<file path="src/rtl/load_store_unit.sv">
// Load/store unit: byte/half/word loads with extension, and sub-word stores via read-modify-write.
// Optional misalignment trap enabled by defining LSU_MISALIGN_TRAP_EN.
module load_store_unit (
  input  logic        clk,
  input  logic        rst,
  input  logic        req_valid_M,
  input  logic        req_write_M,
  input  logic [1:0]  req_size_M,
  input  logic        req_signed_M,
  input  logic [31:0] addr_M,
  input  logic [31:0] wdata_M,
  output logic        Mem_Read_M,
  output logic        Mem_Write_M,
  output logic [31:0] ALU_result_M,
  output logic [31:0] Write_Data_M,
  input  logic [31:0] mem_read_M,
  output logic [31:0] load_data_M,
  output logic        done_M,
  output logic        stall_M,
  output logic        misalign_M
);

  typedef enum logic {S_IDLE, S_MERGE} state_t;

  state_t      r_state;
  logic [31:0] r_word;
  logic [31:0] r_addr;
  logic [15:0] r_wdata;
  logic        r_half;
  logic [31:0] r_load_data;
  logic        r_done;
  logic        r_misalign;

  logic        w_idle;
  logic        w_accept;
  logic        w_is_word;
  logic        w_is_half;
  logic        w_misalign;
  logic        w_sub_store;
  logic [31:0] w_addr;
  logic [31:0] w_extract;
  logic [31:0] w_merged;

  function automatic logic [31:0] extract_lane(input logic [31:0] word, input logic [1:0] a,
                                               input logic [1:0] size, input logic sgn);
    logic [15:0] h;
    logic [7:0]  b;
    logic [31:0] res;
    h = word[{a[1], 4'b0000} +: 16];
    b = word[{a, 3'b000} +: 8];
    if (size[1])
      res = word;
    else if (size[0])
      res = {{16{sgn & h[15]}}, h};
    else
      res = {{24{sgn & b[7]}}, b};
    return res;
  endfunction

  function automatic logic [31:0] merge_lane(input logic [31:0] word, input logic [1:0] a,
                                             input logic half, input logic [15:0] data);
    logic [31:0] res;
    res = word;
    if (half)
      res[{a[1], 4'b0000} +: 16] = data;
    else
      res[{a, 3'b000} +: 8] = data[7:0];
    return res;
  endfunction

  assign w_idle    = (r_state == S_IDLE);
  assign w_accept  = req_valid_M && w_idle && !rst;
  assign w_is_word = req_size_M[1];
  assign w_is_half = (req_size_M == 2'b01);

`ifdef LSU_MISALIGN_TRAP_EN
  assign w_misalign = (w_is_half && addr_M[0]) || (w_is_word && (addr_M[1:0] != 2'b00));
`else
  assign w_misalign = 1'b0;
`endif

  assign w_sub_store = req_write_M && !w_is_word && !w_misalign;
  assign w_addr      = w_idle ? addr_M : r_addr;
  assign w_extract   = extract_lane(mem_read_M, addr_M[1:0], req_size_M, req_signed_M);
  assign w_merged    = merge_lane(r_word, r_addr[1:0], r_half, r_wdata);

  // Strobes are combinational so the memory sees them in the accept cycle; rst masks them.
  assign stall_M      = !w_idle && !rst;
  assign Mem_Read_M   = w_accept && !w_misalign && (!req_write_M || w_sub_store);
  assign Mem_Write_M  = stall_M || (w_accept && !w_misalign && req_write_M && w_is_word);
  assign ALU_result_M = {2'b00, w_addr[31:2]};
  assign Write_Data_M = w_idle ? wdata_M : w_merged;

  assign load_data_M  = r_load_data;
  assign done_M       = r_done;
  assign misalign_M   = r_misalign;

  always_ff @(posedge clk) begin
    if (rst) begin
      r_state     <= S_IDLE;
      r_word      <= '0;
      r_addr      <= '0;
      r_wdata     <= '0;
      r_half      <= 1'b0;
      r_load_data <= '0;
      r_done      <= 1'b0;
      r_misalign  <= 1'b0;
    end else begin
      r_done     <= 1'b0;
      r_misalign <= 1'b0;
      unique case (r_state)
        S_IDLE: begin
          if (req_valid_M) begin
            if (w_misalign) begin
              r_done      <= 1'b1;
              r_misalign  <= 1'b1;
              r_load_data <= '0;
            end else if (w_sub_store) begin
              r_word  <= mem_read_M;
              r_addr  <= addr_M;
              r_wdata <= wdata_M[15:0];
              r_half  <= w_is_half;
              r_state <= S_MERGE;
            end else begin
              r_done <= 1'b1;
              if (!req_write_M)
                r_load_data <= w_extract;
            end
          end
        end
        S_MERGE: begin
          r_state <= S_IDLE;
          r_done  <= 1'b1;
        end
        default: r_state <= S_IDLE;
      endcase
    end
  end

endmodule

</file>
<file path="config.mk">
export PLATFORM = sky130hd
export DESIGN_NAME = load_store_unit
export DESIGN_NICKNAME = d
export VERILOG_FILES = /design/src/rtl/load_store_unit.sv
export SDC_FILE = /design/constraint.sdc
export NUM_CORES = 1
export LEC_CHECK = 0
export ABC_AREA = 1
export CAP_MARGIN = 0
export CORE_UTILIZATION = 60
export DETAILED_ROUTE_END_ITERATION = 8
export DONT_BUFFER_PORTS = 1
export PLACE_DENSITY = 0.74
export SYNTH_ARGS = -nofsm -noshare
export SYNTH_HDL_FRONTEND = slang
export SYNTH_SLANG_ARGS = --single-unit
</file>
<file path="constraint.sdc">
create_clock -name clk -period 5.2 [get_ports clk]
set_input_delay 0.26 -clock clk [delete_from_list [all_inputs] [get_ports clk]]
set_output_delay 0.26 -clock clk [all_outputs]
set_load 0.02 [all_outputs]
</file>
## Word level (Yosys, flattened, before mapping)

Cells that the tools add are included.

- Bits in registers: 115
- Input port bits: 103
- Word-level logic and storage cells: 48

- Add/subtract/negate cells: 2
- Equal/unequal tests: 1
- Shift-type cells: 6
- Mux-type cells: 13
- Bitwise logic cells: 5
- Reductions and logical operators: 14

Operator list:

| operator | number |
|---|---|
| 32-bit 2-to-1 mux | 5 |
| 32-bit bitwise mux | 2 |
| 16-bit by 7-bit variable shift with 32-bit output (first input constant) | 1 |
| 8-bit by 7-bit variable shift with 32-bit output (first input constant) | 1 |
| 16-bit by 7-bit variable part select with 32-bit output | 1 |
| 32-bit by 6-bit variable part select with 16-bit output | 1 |
| 32-bit by 6-bit variable part select with 8-bit output | 1 |
| 8-bit by 7-bit variable part select with 32-bit output | 1 |
| 5-bit negation with 7-bit output | 2 |
| 1-bit logical AND | 7 |
| 1-bit 2-to-1 mux | 4 |
| 1-bit case mux with 2 select lines | 2 |
| 4-bit AND reduction | 1 |
| 1-bit logical NOT | 3 |
| 1-bit NOT | 3 |
| 3-bit AND reduction | 1 |
| 1-bit bitwise AND | 2 |
| 2-bit by 1-bit equality test with 1-bit output (second input constant) | 1 |
| 1-bit logical OR | 2 |

## Logic depth before layout (Yosys ltp)

Gate-level depths: netlist of run 1.

- Word-level depth: 6
- Mapped depth: 11
- Mapped depth without buffers: 9

## Worst setup path before layout of run 1

No wires, ideal clock.

- Path kind: register to output
- From: reg r_addr[1]
- To: out Write_Data_M[16]
- Arrival time: 1,968 ps
- Setup slack: 2,972 ps
- Stages on the path, launching flop included: 10
- Cells stage by stage: dfxtp_1 clkinv_1 buf_2 ha_1 inv_1 nor2_1 nand3_1 o22ai_1 nand2_1 a21oi_1

- Word-level cells in the longest chain between the ends: 5
- Elaborated cells on any way between the ends: 10
- Classes of those cells: 2 x add/sub; 4 x shift; 4 x mux

Ends and longest elaborated chain:

| what | RTL line | RTL |
|---|---|---|
| start, declared | 27 | `logic [31:0] r_addr;` |
| start signal, assigned | 120 | `r_addr <= addr_M;` |
| 5-bit negation with 7-bit output (on tied branches) | 65, 67 |  |
| 16-bit by 7-bit variable part select with 32-bit output (tied with other cells) | 65 | `res[{a[1], 4'b0000} +: 16] = data;` |
| 32-bit bitwise mux (on tied branches) | 65, 67 |  |
| 32-bit 2-to-1 mux (*) | 64 | `if (half)` |
| 32-bit 2-to-1 mux (*) | 92 | `assign Write_Data_M = w_idle ? wdata_M : w_merged;` |
| end, declared | 15 | `output logic [31:0] Write_Data_M,` |

Mark *: on every way between the ends. The rest lies on a longest branch, timed or not.

## Worst setup path after layout of run 1

- From: reg r_addr[1]
- To: out Write_Data_M[17]

Same word-level chain as after synthesis.

==> flow_summary_export.csv, run 1 <==
group,metric,value,unit
outcome,outcome,"finished clean",
sta,finalCritPeriodShare,72.4,%
finish,post_route_cells_drive_above_1_share,6.92,%
synthesis,ys.flop_type,"sky130_fd_sc_hd__dfxtp_1",
synthesis,synth.cell_area,0.00634,mm2
setup_path,critical_path_endpoint_category,"output pin",
drt,vias_per_cell,5.94,
power,ir_worst_vdd,0.234,mV
drt,drc_errors,0,
setup_path,reg2reg_setup_slack,3.23,ns
worst_hold_path,min_path_type,"input pin to flop",
global_route,grt_max_degree,82,
finish,design_area,0.00761,mm2
place,final_hpwl_dp,12600,um
global_route,via_count_of_the_first_global_routing_pass,6481,
synthesis,synth.ff_latch_count,115,
sta,clock_skew,0.00352,ns
drt,firstDrtPassIters,6,
sta,slew_viol_final,0,
clock_tree,clkSlewWorstSetupHoldPaths,0.06,ns
global_route,grtUsageTotal,35.7,%
setup_path,reg2reg_depth,7,
sta,tightestPinTransition,1.02,ns
setup_path,critPathBufInv,2,
clock_tree,clockRootBuffer,"sky130_fd_sc_hd__clkbuf_8",
finish,number_of_nets_at_the_end_of_the_flow,1121,
global_route,grt_remaining_overflow,0,
floorplan,row_count,37,
sta,report.final.hold_viol_count,0,
synthesis,synthDistinctLibCells,25,
setup_path,start_kind,"flop",
sta,rsz0062_at_grt,"false",
sta,slew-limit-headroom,31.7,%
setup_path,crit_chain,"buf_4, clkinv_1, ha_1, nor2_1, nand3_1, o22ai_1, nand2_1, a21oi_1",
synthesis,synth.top_cells.by_area,"sky130_fd_sc_hd__dfxtp_1, sky130_fd_sc_hd__o21ai_0, sky130_fd_sc_hd__a21oi_1",
clock_tree,numClockSinks,115,
power,totalPowerFinal,2.55,mW
floorplan,die_area,0.0110,mm2
sta,fin_tns_setup,0,ns
setup_path,worst_ep_required_time,4.94,ns
finish,area_delta_synth_final,20.0,%
worst_hold_path,whs_endpoint,"r_word[3]$_SDFFE_PP0P_",
drt,postRouteWirelength,19900,um
place,dpl_cell_area,0.00617,mm2
synthesis,synth_area_per_cell,6.46,um2
worst_hold_path,hold_depth,2,
worst_hold_path,worst_hold_startpoint,"mem_read_M[3]",
setup_path,critical_path_class,"flop to output pin",
setup_path,crit-reg2reg-capture,"r_word[1]$_SDFFE_PP0P_",
setup_path,critical_path.max_fanout,51,
synthesis,synth_seq_area_share,36.3,%
setup_path,critical_path.max_stage_delay,0.53,ns
power,p_leak,3.03,nW
sta,setup_viol,0,
place,numPortBuffers,0,
place,finalWeightedCongestion,0.904,
sta,post-route-min-period,3.76,ns
floorplan,start_util,61.7,%
clock_tree,clk_path_buf_depth,2,
sta,timing_limited_maximum_frequency,266,MHz
floorplan,pin_count,204,
floorplan,die_y,105,um
global_route,grt_pass1_wl,31500,um
clock_tree,cts_tree,"done",
floorplan,chipWidth,105,um
power,power.density_cell_area,335,mW/mm2
synthesis,yosysTopAreaCell,"sky130_fd_sc_hd__dfxtp_1",
drt,detailroute.via_count,6906,
synthesis,synth_edf_count,0,
flow_run,timing.max_cap.violations,0,
synthesis,synth_top_area_share,36.3,%
finish,antennaDiodeCount,0,
synthesis,synthesis.yosys.warnings,0,
synthesis,ys_top_cells_by_count,"sky130_fd_sc_hd__nand2_1, sky130_fd_sc_hd__o21ai_0, sky130_fd_sc_hd__a21oi_1",
sta,hold_slack,0.00456,ns
drt,wl_per_cell,17.1,um
synthesis,synth_most_common_cell,"sky130_fd_sc_hd__nand2_1",
clock_tree,htreeDepth,4,
setup_path,critPathSlowestCell,"sky130_fd_sc_hd__clkinv_1",
clock_tree,clock_latency,0.52,ns
clock_tree,cts_made_buffers,17,
setup_path,cpLargestDelayFamily,"buffers and inverters",
setup_path,rr_startpoint,"r_state$_SDFF_PP0_",
drt,drt-initial-drc-count,752,
synthesis,async_flop_share,0,%
floorplan,design.core.area,0.0103,mm2
setup_path,arrival_time_worst_endpoint,3.50,ns
synthesis,cells_after_synth,982,
global_route,antenna_found_initial,0,
drt,ant_nets,0,
[where the power goes]
group          switching, mW  total [mW]  internal (mW)
sequential            0.0520       0.984          0.932
clock                  0.444        1.19          0.748
combinational          0.248       0.376          0.128
total                  0.744        2.55           1.81
[kinds of logic (layout without fill, tap and decap cells)]
kind of cell | Yosys count | after routing | synth area share [%]
and+or+nand+nor | 351 | 351 | 22.2
adders and majority gates | 5 | 5 | 0.986
buffers and inverters | 142 | 184 | 10.0
AOI/OAI and AO/OA | 368 | 368 | 30.4
DFF | 115 | 115 | 36.3
other | 1 | 3 | 0.0591
[flip-flops by register name, indices dropped and copies added, names as in the netlist]
signal,flops
r_addr,32
load_data_M,32
r_state,1
r_word,32
r_half,1
done_M,1
r_wdata,16
[through the flow]
| stage | utilization [%] | worst slack (ns) | cells |
|---|---|---|---|
| final | 74.1 | 1.44 | 1162 |
| after global routing | 74.1 | 1.14 | 1162 |
| after CTS | 74.1 | 1.51 | 1162 |
| after detailed placement | 60.0 | 2.08 | 1046 |
| after global placement | 60.0 | 2.17 | 1046 |
| after floorplan | - | 2.97 | 984 |
[cells in the final DEF, fill, tap and decap left out, drive strengths merged]
cell type,n
clkinvlp,4
nand3,17
buf,6
a211oi,1
ha,5
nand2,217
dlygate4sd3,84
nand4,1
conb,3
or2,1
a21oi,166
bufinv,3
clkbuf,18
clkinv,3
o21ai,167
nor2,115
dfxtp,115
o32ai,1
inv,66
o22ai,33
[worst max-delay path by stage]
stage | startpoint | to | slack [ns] | depth (start not counted)
finish | r_addr[1]$_SDFFE_PP0P_ | Write_Data_M[17] | 1.44 | 8
global route | r_addr[1]$_SDFFE_PP0P_ | Write_Data_M[20] | 1.14 | 8
CTS | r_addr[1]$_SDFFE_PP0P_ | Write_Data_M[17] | 1.51 | 8
detailed placement | r_addr[1]$_SDFFE_PP0P_ | Write_Data_M[17] | 2.08 | 8
global placement | r_addr[1]$_SDFFE_PP0P_ | Write_Data_M[18] | 2.17 | 8
floorplan | r_addr[1]$_SDFFE_PP0P_ | Write_Data_M[16] | 2.97 | 9
[worst register-to-register path, cell delays in order, from the launching register on]
cell,delay [ns]
sky130_fd_sc_hd__dfxtp_2,0.33
sky130_fd_sc_hd__inv_2,0.05
sky130_fd_sc_hd__nand2_4,0.07
sky130_fd_sc_hd__inv_2,0.05
sky130_fd_sc_hd__nand2_4,0.45
sky130_fd_sc_hd__buf_4,0.55
sky130_fd_sc_hd__o21ai_0,0.23
sky130_fd_sc_hd__a21oi_1,0.17
[layer usage]
metal	GRT usage [%]	wire (um)	vias up
met1	42.3	7870	3141
met3	8.05	1580	73
li1	-	-	3324
met4	18.7	871	0
met5	0	0	-
met2	60.2	9600	368
[cell type report]
cell class / instances / area [um2]
Clock inverter: 14 / 174
Tap cell: 136 / 170
Inverter: 62 / 240
Multi-Input combinational cell: 727 / 3410
Clock buffer: 18 / 428
Timing Repair Buffer: 90 / 886
Sequential cell: 115 / 2300
Fill cell: 853 / 2660
[repair_timing]
item	CTS	global route
resized for setup	0	0
hold buffers	84	0
setup buffers	0	0
hold endpoints to repair	112	0
setup endpoints to repair	0	0
Power figures use the tool's default switching activity.
==> run 2: changes to the inputs <==
- CORE_UTILIZATION: 60 -> 58
- clock period: 5.2 -> 3.3 ns (I/O delays scaled with it)
==> flow_summary_export.csv, run 2 (synthesis gave the netlist of run 1 again) <==
group,metric,value,unit
global_route,via_count_of_the_first_global_routing_pass,6686,
sta,clock_skew,0.00523,ns
power,power_report.internal_total,2.86,mW
global_route,grt_pass1_wl,32600,um
worst_hold_path,min_path_type,"input pin to flop",
place,final_hpwl_dp,12900,um
drt,drt-initial-drc-count,782,
setup_path,crit_chain,"clkinv_1, ha_1, nor2_1, nand2_1, o22ai_1, nand2_1, a21oi_1, buf_4",
power,netSwitchingFraction,28.7,%
worst_hold_path,hold_depth,4,
clock_tree,cts_tree,"done",
sta,report.final.hold_viol_count,0,
power,clockPowerShare,45.0,%
drt,drc_errors,0,
setup_path,worst_ep_required_time,3.13,ns
setup_path,critical_path.max_fanout,20,
worst_hold_path,whs_endpoint,"load_data_M[2]$_SDFFE_PP0P_",
clock_tree,clockRootBuffer,"sky130_fd_sc_hd__clkbuf_8",
setup_path,critical_path_endpoint_category,"output pin",
place,numPortBuffers,0,
clock_tree,clk_path_buf_depth,2,
power,combinational_share_of_power,16.3,%
clock_tree,clkSlewWorstSetupHoldPaths,0.06,ns
clock_tree,numClockSinks,115,
clock_tree,cts_made_buffers,17,
floorplan,pin_count,204,
power,p_leak,3.23,nW
floorplan,design.core.area,0.0105,mm2
power,sequentialPowerShare,38.7,%
setup_path,critical_path.max_stage_delay,0.54,ns
sta,rsz0062_at_grt,"false",
drt,ant_nets,0,
power,switching_power,1.15,mW
outcome,outcome,"finished clean",
floorplan,die_area,0.0114,mm2
sta,slew_viol_final,0,
drt,postRouteWirelength,21100,um
setup_path,reg2reg_depth,6,
floorplan,start_util,60.6,%
finish,final_cells,1204,
finish,post_route_cells_drive_above_1_share,9.57,%
setup_path,arrival_time_worst_endpoint,2.89,ns
finish,area_delta_synth_final,24.8,%
sta,tightestPinTransition,1.24,ns
setup_path,critPathSlowestCell,"sky130_fd_sc_hd__ha_1",
setup_path,reg2reg_setup_slack,1.22,ns
drt,vias_per_cell,5.98,
place,dp.cells,1079,
setup_path,cp_common_cell,"sky130_fd_sc_hd__nand2_1",
setup_path,critical_path_class,"flop to output pin",
sta,finalCritPeriodShare,92.6,%
sta,setup_viol,0,
power,power.density_cell_area,507,mW/mm2
clock_tree,clock_latency,0.51,ns
power,ir_worst_vdd,0.311,mV
finish,most_used_cells_in_the_layout_excluding_fill_and_tap_cells,"sky130_fd_sc_hd__nand2_1, sky130_fd_sc_hd__o21ai_0, sky130_fd_sc_hd__a21oi_1, sky130_fd_sc_hd__dfxtp_1, sky130_fd_sc_hd__nor2_1",
clock_tree,post_cts_hold_buffer_count,91,
floorplan,chipWidth,107,um
global_route,grtUsageTotal,36.4,%
drt,detailroute.via_count,7203,
global_route,antenna_found_initial,2,
drt,wl_per_cell,17.5,um
sta,fin_tns_setup,0,ns
sta,post-route-min-period,3.05,ns
sta,timing_limited_maximum_frequency,327,MHz
setup_path,rr_startpoint,"r_state$_SDFF_PP0_",
flow_run,timing.max_cap.violations,0,
clock_tree,htreeDepth,4,
global_route,grt_max_degree,73,
worst_hold_path,worst_hold_startpoint,"mem_read_M[18]",
finish,number_of_nets_at_the_end_of_the_flow,1161,
setup_path,crit-reg2reg-capture,"load_data_M[9]$_SDFFE_PP0P_",
clock_tree,post-cts-setup-buffers,0,
setup_path,start_kind,"flop",
clock_tree,post_cts.resized_instances,0,
sta,slew-limit-headroom,17.1,%
global_route,grt_remaining_overflow,0,
floorplan,die_y,107,um
drt,firstDrtPassIters,7,
floorplan,row_count,37,
place,finalWeightedCongestion,0.923,
finish,leading_cell_type_in_the_layout_fill_and_taps_excluded,"sky130_fd_sc_hd__nand2_1",
## run 2: changes by cell type in the layout (fill, tap and decap cells not counted), sizes merged
| cell | change |
|---|---|
| diode | +2 |
| clkinvlp | -3 |
| clkinv | +7 |
| clkbuf | +1 |
| dlygate4sd3 | +7 |
| buf | +33 |
| inv | -5 |
## run 2: area by class of cell
type	instances	area, um2
timing repair buffer	130	1200
multi-input combinational	727	3410
inverter	62	240
sequential	115	2300
tap	136	170
fill	805	2540
clock inverter	13	161
clock buffer	19	422
antenna	2	5.00
## run 2: critical path: cells and delay by family, from the launching register on
kind,cells,cell delay [ns]
buffers and inverters,2,0.60
AND/OR/NAND/NOR,3,0.49
adder cells (fa/ha/maj),1,0.54
AO/OA/AOI/OAI,2,0.42
flip-flops,1,0.33
## run 2: power groups by stage
stage / logic, mW / registers [mW] / clock network [mW]
2_1_floorplan: 0.433 / 1.56 / 0
3_3_place_gp: 0.516 / 1.58 / 0
3_5_place_dp: 0.527 / 1.58 / 0
4_1_cts: 0.639 / 1.55 / 1.81
5_1_grt: 0.716 / 1.56 / 1.89
6_report: 0.656 / 1.55 / 1.81
## run 2: how the worst max path moves through the flow
stage | start | end | slack [ns] | cells after the start
finish | r_addr[1]$_SDFFE_PP0P_ | Write_Data_M[10] | 0.25 | 8
global route | r_addr[1]$_SDFFE_PP0P_ | Write_Data_M[23] | 0.002 | 8
CTS | r_addr[1]$_SDFFE_PP0P_ | Write_Data_M[23] | 0.34 | 8
detailed placement | r_addr[1]$_SDFFE_PP0P_ | Write_Data_M[17] | 0.89 | 8
global placement | r_addr[1]$_SDFFE_PP0P_ | Write_Data_M[17] | 0.94 | 8
floorplan | r_addr[1]$_SDFFE_PP0P_ | Write_Data_M[16] | 1.17 | 9
## run 2: stage by stage
step / setup slack [ns] / total power, mW / utilization (%) / cell area (um2) / hold slack, ns
3_5_place_dp: 0.894 / 2.11 / 61.3 / 6420 / 0.233
4_1_cts: 0.336 / 4.00 / 75.6 / 7910 / 0.00462
3_3_place_gp: 0.940 / 2.09 / 61.3 / 6420 / 0.231
6_report: 0.246 / 4.01 / 75.7 / 7920 / 0.0189
2_1_floorplan: 1.17 / 2.00 / - / 6350 / 0.237
5_1_grt: 0.00162 / 4.16 / 75.7 / 7920 / 0.0476
## run 2: layer usage
layer	share of wire (%)	track usage, %	up-vias
met5	0	0	-
met4	4.1	20.1	0
li1	-	-	3406
met2	49	62.1	432
met3	8.5	8.27	83
met1	38	42.0	3282
==> run 3: changes to the inputs <==
- CORE_UTILIZATION: 58 -> 34
- PLACE_DENSITY: 0.74 -> 0.48
==> flow_summary_export.csv, run 3 (synthesis gave the netlist of run 1 again) <==
group,metric,value,unit
outcome,outcome,"complete, but fails checks",
outcome,failed_checks,"DRC",
clock_tree,cts_made_buffers,17,
clock_tree,numClockSinks,115,
worst_hold_path,worst_hold_startpoint,"mem_read_M[9]",
drt,wl_per_cell,17.5,um
setup_path,crit-reg2reg-capture,"r_addr[8]$_SDFFE_PP0P_",
drt,postRouteWirelength,22600,um
power,power.density_cell_area,509,mW/mm2
setup_path,rr_startpoint,"r_state$_SDFF_PP0_",
floorplan,start_util,35.0,%
global_route,use_met1,29.7,%
finish,area_taken_by_multi_input_logic_gates,0.00341,mm2
sta,clock_skew,0.00788,ns
sta,post-route-min-period,2.83,ns
finish,n_fill_cell,1975,
global_route,grt_remaining_overflow,0,
finish,post_route_cells_drive_above_1_share,10.2,%
floorplan,row_count,49,
sta,slew-limit-headroom,33.5,%
setup_path,critical_path.max_fanout,11,
sta,timing_limited_maximum_frequency,353,MHz
clock_tree,clockRootBuffer,"sky130_fd_sc_hd__clkbuf_16",
finish,design_area,0.00803,mm2
finish,leading_cell_type_in_the_layout_fill_and_taps_excluded,"sky130_fd_sc_hd__nand2_1",
drt,detailroute.via_count,6775,
global_route,grtUsageTotal,23.1,%
place,dpl_cell_area,0.00657,mm2
drt,firstDrtPassIters,9,
global_route,grt_util_met2,36.2,%
global_route,grt_pass1_wl,34700,um
floorplan,chipWidth,139,um
sta,fin_tns_setup,0,ns
power,ir_worst_vdd,0.346,mV
sta,setup_viol,0,
worst_hold_path,hold_depth,4,
clock_tree,clk_path_buf_depth,2,
sta,rsz0062_at_grt,"false",
clock_tree,cts_tree,"done",
clock_tree,htreeDepth,4,
power,totalPowerFinal,4.09,mW
clock_tree,post-cts-setup-buffers,0,
worst_hold_path,whs_endpoint,"load_data_M[9]$_SDFFE_PP0P_",
clock_tree,clock_latency,0.42,ns
worst_hold_path,min_path_type,"input pin to flop",
drt,drc_errors,13,
clock_tree,post_cts.resized_instances,0,
finish,area_delta_synth_final,26.5,%
place,numPortBuffers,0,
sta,report.final.hold_viol_count,0,
setup_path,arrival_time_worst_endpoint,2.67,ns
flow_run,timing.max_cap.violations,0,
sta,layout_setup_ws,0.467,ns
sta,tightestPinTransition,0.994,ns
drt,ant_nets,0,
place,finalWeightedCongestion,0.881,
setup_path,reg2reg_depth,7,
place,worst_setup_slack_before_clock_tree_synthesis,0.976,ns
place,final_hpwl_dp,15000,um
setup_path,critical_path_class,"flop to output pin",
floorplan,design.core.area,0.0181,mm2
clock_tree,clkSlewWorstSetupHoldPaths,0.06,ns
global_route,via_count_of_the_first_global_routing_pass,6351,
setup_path,critical_path_endpoint_category,"output pin",
floorplan,die_area,0.0192,mm2
setup_path,start_kind,"flop",
global_route,globalRoute.busiestLayer,"met2",
global_route,grtUsageMet3,7.35,%
setup_path,worst_ep_required_time,3.13,ns
sta,slew_viol_final,0,
drt,vias_per_cell,5.23,
finish,number_of_nets_at_the_end_of_the_flow,1159,
global_route,antenna_found_initial,2,
finish,most_used_cells_in_the_layout_excluding_fill_and_tap_cells,"sky130_fd_sc_hd__nand2_1, sky130_fd_sc_hd__o21ai_0, sky130_fd_sc_hd__a21oi_1, sky130_fd_sc_hd__dfxtp_1, sky130_fd_sc_hd__nor2_1",
setup_path,reg2reg_setup_slack,1.43,ns
finish,sequential_cell_area,0.00230,mm2
sta,finalCritPeriodShare,85.9,%
power,p_leak,3.22,nW
drt,drt-initial-drc-count,383,
floorplan,pin_count,204,
floorplan,die_y,139,um
global_route,grt_max_degree,74,
run 3: cell types whose count changed in the layout (fill, tap and decap cells not counted), sizes merged:
cell,before,now
inv,61,63
clkinvlp,1,3
clkinv,10,8
buf,39,44
dlygate4sd3,91,84
clkbuf,19,17
run 3: per-layer routing:
| layer | wire (um) | up-vias | share of wire, % |
|---|---|---|---|
| li1 | - | 3400 | - |
| met4 | 532 | 0 | 2.4 |
| met1 | 9850 | 3082 | 44 |
| met2 | 10300 | 252 | 46 |
| met3 | 1920 | 41 | 8.5 |
| met5 | 0 | - | 0 |
run 3: area by class of cell:
class / count / share of cell area, %
flip-flops and latches: 115 / 28.7
well taps: 229 / 3.57
clock buffers: 17 / 5.30
multi-input cells: 727 / 42.5
repair buffers: 128 / 14.6
inverters: 62 / 2.99
diodes: 2 / 0.0624
clock inverters: 15 / 2.28
run 3: power by group:
group          internal (mW)  leakage, nW  switching [mW]
Combinational          0.240         1.99           0.409
Sequential              1.47        0.943          0.0808
Clock                   1.19        0.291           0.699
Total                   2.90         3.22            1.19
run 3: per-stage QoR:
stage / util [%] / cells / hold WS [ns]
2_1_floorplan: - / 984 / 0.237
3_3_place_gp: 36.2 / 1177 / 0.233
3_5_place_dp: 36.2 / 1177 / 0.233
4_1_cts: 44.2 / 1293 / 0.00177
5_1_grt: 44.2 / 1295 / 0.0177
6_report: 44.2 / 1295 / 0.0154
run 3: worst max path at each step:
stage,endpoint,startpoint,cells past startpoint
finish,Write_Data_M[9],r_addr[0]$_SDFFE_PP0P_,8
global route,Write_Data_M[20],r_addr[0]$_SDFFE_PP0P_,8
CTS,Write_Data_M[9],r_addr[0]$_SDFFE_PP0P_,8
detailed placement,Write_Data_M[9],r_addr[0]$_SDFFE_PP0P_,8
global placement,Write_Data_M[22],r_addr[0]$_SDFFE_PP0P_,8
floorplan,Write_Data_M[16],r_addr[1]$_SDFFE_PP0P_,9
run 3: timing repair:
action,CTS,global route
endpoints found under the hold margin,109,0
hold buffers,84,0
endpoints found under the setup margin,0,0
run 3: critical path, stage by stage, from the launching register on:
cell                      delay, ns
sky130_fd_sc_hd__dfxtp_1       0.51
sky130_fd_sc_hd__inv_1         0.19
sky130_fd_sc_hd__ha_1          0.39
sky130_fd_sc_hd__nor2_1        0.22
sky130_fd_sc_hd__nand2_1       0.22
sky130_fd_sc_hd__o22ai_1       0.18
sky130_fd_sc_hd__nand2_1       0.07
sky130_fd_sc_hd__a21oi_1       0.27
sky130_fd_sc_hd__buf_4         0.20
